File: config.mk
export PLATFORM = sky130hd
export DESIGN_NAME = vending_ctrl
export DESIGN_NICKNAME = d
export VERILOG_FILES = /design/src/rtl/vending_ctrl.sv
export SDC_FILE = /design/constraint.sdc
export NUM_CORES = 1
export LEC_CHECK = 0
export BUFFER_PORTS_ARGS = -buffer_cell sky130_fd_sc_hd__buf_2
export CAP_MARGIN = 30
export CORE_ASPECT_RATIO = 0.8
export CORE_UTILIZATION = 51
export DETAILED_ROUTE_END_ITERATION = 7
export GPL_TIMING_DRIVEN = 0
export PLACE_DENSITY = 0.73
export SLEW_MARGIN = 10
export SYNTH_ARGS = -nofsm -noshare
export SYNTH_HDL_FRONTEND = slang
export SYNTH_SLANG_ARGS = --single-unit
File: constraint.sdc
create_clock -name clk -period 4.4 [get_ports clk]
set_clock_uncertainty 0.2 [all_clocks]
set_input_delay 0.44 -clock clk [delete_from_list [all_inputs] [get_ports clk]]
set_output_delay 0.44 -clock clk [all_outputs]
set_load 0.005 [all_outputs]
File: src/rtl/vending_ctrl.sv
// Soda vending controller: coin credit, dispense pulse and coin-by-coin change return.
// Optional cancel/refund path enabled by defining VENDING_CTRL_REFUND_EN.
module vending_ctrl #(
  parameter int unsigned PRICE = 5,
  parameter int unsigned CW    = 5
) (
  input  logic          clk,
  input  logic          rst_n,
  input  logic          in1,
  input  logic          in2,
  input  logic          in5,
  input  logic          cancel,
  input  logic          chg_ack,
  output logic          soda,
  output logic          chg1,
  output logic          chg2,
  output logic          coin_rej,
  output logic          busy,
  output logic [CW-1:0] credit
);

  typedef enum logic [1:0] {IDLE, VEND, CHANGE, REFUND} state_t;

  localparam logic [CW-1:0] PRICE_C = CW'(PRICE);

  state_t        state_q, state_d;
  logic [CW-1:0] credit_q, credit_d;
  logic          soda_q, soda_d;
  logic          chg1_q, chg1_d;
  logic          chg2_q, chg2_d;
  logic          rej_q, rej_d;
  logic          busy_q, busy_d;

  logic [1:0]    n_coins;
  logic          any_coin;
  logic [CW-1:0] coin_val;
  logic [CW-1:0] credit_sum;
  logic [CW-1:0] credit_acc;
  logic          refund_req;

`ifdef VENDING_CTRL_REFUND_EN
  assign refund_req = cancel;
`else
  logic unused_cancel;
  assign unused_cancel = cancel;
  assign refund_req    = 1'b0;
`endif

  assign n_coins    = {1'b0, in1} + {1'b0, in2} + {1'b0, in5};
  assign any_coin   = in1 | in2 | in5;
  assign coin_val   = in5 ? CW'(5) : (in2 ? CW'(2) : CW'(1));
  assign credit_sum = credit_q + coin_val;
  assign credit_acc = (n_coins == 2'd1) ? credit_sum : credit_q;

  always_comb begin
    state_d  = state_q;
    credit_d = credit_q;
    soda_d   = 1'b0;
    chg1_d   = chg1_q;
    chg2_d   = chg2_q;
    rej_d    = 1'b0;
    case (state_q)
      IDLE: begin
        chg1_d = 1'b0;
        chg2_d = 1'b0;
        if (n_coins > 2'd1) rej_d = 1'b1;
        // A completing purchase wins over a simultaneous cancel; the remainder comes back as change.
        if ((n_coins == 2'd1) && (credit_sum >= PRICE_C)) begin
          credit_d = credit_sum - PRICE_C;
          soda_d   = 1'b1;
          state_d  = VEND;
        end else begin
          credit_d = credit_acc;
          if (refund_req && (credit_acc != '0)) begin
            state_d = REFUND;
            chg2_d  = (credit_acc >= CW'(2));
            chg1_d  = (credit_acc == CW'(1));
          end
        end
      end
      VEND: begin
        if (any_coin) rej_d = 1'b1;
        if (credit_q == '0) begin
          state_d = IDLE;
        end else begin
          state_d = CHANGE;
          chg2_d  = (credit_q >= CW'(2));
          chg1_d  = (credit_q == CW'(1));
        end
      end
      CHANGE, REFUND: begin
        if (any_coin) rej_d = 1'b1;
        if (chg1_q || chg2_q) begin
          if (chg_ack) begin
            credit_d = credit_q - (chg2_q ? CW'(2) : CW'(1));
            chg1_d   = 1'b0;
            chg2_d   = 1'b0;
            if (credit_d == '0) state_d = IDLE;
          end
        end else begin
          // Gap cycle after an acknowledge: raise the next coin request.
          chg2_d = (credit_q >= CW'(2));
          chg1_d = (credit_q == CW'(1));
        end
      end
      default: state_d = IDLE;
    endcase
    busy_d = (state_d != IDLE);
  end

  always_ff @(posedge clk or negedge rst_n) begin
    if (!rst_n) begin
      state_q  <= IDLE;
      credit_q <= '0;
      soda_q   <= 1'b0;
      chg1_q   <= 1'b0;
      chg2_q   <= 1'b0;
      rej_q    <= 1'b0;
      busy_q   <= 1'b0;
    end else begin
      state_q  <= state_d;
      credit_q <= credit_d;
      soda_q   <= soda_d;
      chg1_q   <= chg1_d;
      chg2_q   <= chg2_d;
      rej_q    <= rej_d;
      busy_q   <= busy_d;
    end
  end

  assign soda     = soda_q;
  assign chg1     = chg1_q;
  assign chg2     = chg2_q;
  assign coin_rej = rej_q;
  assign busy     = busy_q;
  assign credit   = credit_q;

endmodule
==> summary.md <==
| Metric | Value |
|---|---|
| Dpl ws | between 1 and 1.5 ns |
| Comb power frac | 0.671 |
| Syn avg cell area | about 8.4 um2 |
| Post-synth top area cell | dfrtp_1 |
| Top cells by count, synth | o21ai_0 (13), dfrtp_1 (12), nor2_1 (12) |
| I/O pins | 17 |
| # Post-CTS Setup Buffers | 0 |
| Min-delay src | in1 |
| Crit-path slowest cell | fa_1 |
| Initial antenna violation count | 0 |
| Crit. End Element | flip-flop |
| Worst hold path type | in -> reg |
| GRT Total Usage | 0.242 |
| Initial Utilization | 0.544 |
| Clk Latency, worst-skew pair | around 0.28 ns |
| Power density cells | approximately 760 mW/mm2 |
| Reg clk slew, reported paths | roughly 0.080 ns |
| Inserted Clock Buffers | 3 |
| CP Class | reg -> reg |
| WP buf/inv | 1 |
| CTS max path bufs | 2 |
| Hold Path Stages | 3 |
| Total Nets Final | 160 |
| Root buffer cell | clkbuf_4 |
| Number of routed nets with antenna violations | 0 |
| Highest clock rate | about 0.34 GHz |
| Crit path DAT | 2.95 ns |
| Critical R2R Launch | credit[0] |
| Pins Over Slew Limit | 0 |
| Fraction of registers with async set/reset | 1.00 |
| #FFs+latches synth | 12 |
| H-Tree Level Count | 1 |
| Synth top area share | 0.292 |
| Clk sinks | 12 |
| Most used cell, CP | ha_1 |
| Worst endpoint required time | 4.37 ns |
| Worst Hold End | coin_rej |
| DR pass1 iterations | 4 |
| Crit Path Max Fanout | 5 |
| Sw frac | 0.479 |
| Final GP Congestion | slightly above 0.8 |
| Wirelength per Cell | 13.8 um |
| Synth area leaders | dfrtp_1 (29%), ha_1 (8.5%), o21ai_0 (6.3%) |
| Post-Layout Inst Area | 0.00118 mm2 |
| Post-synth EDFFs | 0 |
| Crit share post-route | 0.677 |
| Slew of the pin with the lowest slew margin | 0.835 ns |
| DRT iter0 DRCs | 24 |
| Internal | 470 uW |
| Synth warn | 0 |
| Layout cell share with drive strength beyond 1 | 0.183 |
| Reg power frac | 0.230 |
| R2R Setup Slk | 1.42 ns |
| Crit Reg-Reg Endpoint | credit[2] |
| Top FF cell, synth | dfrtp_1 |
| Finish-stage setup viols | 0 |
| Core ar. | 0.00189 mm2 |
| Post-placement cell area | between 0.001 and 0.0015 mm2 |
| Startpoint Class | flip-flop |
| Critical-path cell list | ha_1, fa_1, inv_1, ha_1, o31ai_1, o211ai_1, and4_1, nor3_1 |
| Die ar. | 0.00220 mm2 |
| Relative slew slack | 0.442 |
| Post-DP HPWL | 1.76 mm |
| Cell family with most CP delay | adder cells |
| Total gr overflow | 0 |
| Row count | 14 |
| Clock Power Share | 0.100 |
| Post-synthesis sequential area ratio | 0.292 |
| Count leader, synth | o21ai_0 |
| Vias in the first global route | 854 |
| First-pass GRT wire length | 3.85 mm |
| Routed WL | 2.29 mm |
| Setup TNS | 0 ns |
| Fill cells | 175 |
| Total power | 902 uW |
| RSZ-0062 raised after global routing | no |
| Leak Pwr | 0.000542 uW |
| DRC | 0 |
| Cells after Synth | 122 |
| Port bufs | 15 |
| CP peak stage delay | 0.55 ns |
| Syn_nets | around 140 |
| Worst vdd ir | 0.398 mV |
| Largest net degree at the start of global routing | 13 |
| Syn-to-layout area delta | 14.7% |
| Chip width | 52.2 um |
| Mapped Area | 0.00103 mm2 |
| Vias per cell | just under 6 |
| Die Ht | 42.2 um |
| Hold Fails Final Rpt | 0 |
| Minimum clock period | 2.98 ns |
| Distinct cell type count after synthesis | 37 |
| Antenna diode count | 0 |
| Status | finished clean |
| CTS tree | built |
| MaxCap Viol Count | 0 |
| Total number of vias | about 960 |
| Switch Pwr | 432 uW |
| Final worst slack | ~1.4 ns |
| Worst r2r path cells | 8 |
==> per-stage QoR <==
stage	hold WS, ns	cells	utilization
3_5_place_dp	0.140	161	0.600
3_3_place_gp	0.131	161	0.600
6_report	0.277	166	0.624
2_1_floorplan	-0.0556	122	-
5_1_grt	0.276	166	0.624
4_1_cts	0.278	166	0.624
==> cells in the final DEF, fill, tap and decap left out, types with 2 or more instances in the layout <==
cell / Yosys / routed
nor2_1: 12 / 12
nand2_1: 10 / 10
a21oi_1: 4 / 4
nor2b_1: 4 / 4
inv_1: 10 / 10
nand2b_1: 4 / 4
clkbuf_4: 0 / 3
buf_2: 2 / 17
o21ai_0: 13 / 13
xnor2_1: 3 / 3
o31ai_1: 3 / 3
o211ai_1: 2 / 2
fa_1: 3 / 3
nor4_1: 3 / 3
dfrtp_1: 12 / 12
mux2i_1: 3 / 3
nor3_1: 4 / 4
ha_1: 7 / 7
nand3_1: 4 / 4
==> kinds of logic (layout without fill, tap and decap cells) <==
kind of cell,count (synthesis),after routing,synth area share
simple gates,47,47,0.238
compound gates,31,31,0.192
buf+inv,14,34,0.0608
flops,12,12,0.292
fa+ha+maj,10,10,0.143
xor+xnor,4,4,0.0340
mux,4,4,0.0401
==> flip-flops by register name, summed over array words and instances (netlist names) <==
register  flops
soda          1
chg2          1
busy          1
coin_rej      1
credit        5
state_q       2
chg1          1
==> how the worst max path moves through the flow <==
stage,startpoint,end,cells past startpoint
2_1_floorplan,in5,credit[2],9
3_3_place_gp,in5,credit[2],10
3_5_place_dp,in5,credit[2],10
4_1_cts,credit[0],credit[2],8
5_1_grt,credit[0],credit[2],8
6_report,credit[0],credit[2],8
==> metal layers <==
layer,GRT usage,share of wire,vias up
met5,0,0,-
met3,0.0688,0.048,2
met1,0.362,0.52,455
li1,-,-,478
met4,0.0526,0.0061,0
met2,0.346,0.42,27
==> layout make-up <==
| cell class | count | area, um2 | share of cell area |
|---|---|---|---|
| Multi-Input combinational cell | 96 | 667 | 0.565 |
| Sequential cell | 12 | 300 | 0.254 |
| Timing Repair Buffer | 16 | 85.1 | 0.0720 |
| Inverter | 10 | 37.5 | 0.0318 |
| Clock buffer | 4 | 36.3 | 0.0307 |
| Tap cell | 24 | 30.0 | 0.0254 |
| Buffer | 4 | 25.0 | 0.0212 |
==> worst reg2reg max path, stage by stage, from the launching register on <==
cell and delay [ns]:
dfrtp_1 0.43, ha_1 0.24, fa_1 0.55, inv_1 0.08
ha_1 0.22, o31ai_1 0.33, o211ai_1 0.30, and4_1 0.27
nor3_1 0.25
==> power groups by stage <==
stage,Combinational [uW],Sequential [uW],Clock (uW)
floorplan,457,201,0
global placement,580,206,0
detailed placement,598,208,0
CTS,605,207,93.2
global route,688,215,98.3
finish,605,207,89.8
==> repair_timing <==
action | CTS | global route
gates resized for setup | 0 | 0
hold buffers | 1 | 0
endpoints found under the hold margin | 12 | 0
Power figures use the tool's default switching activity.
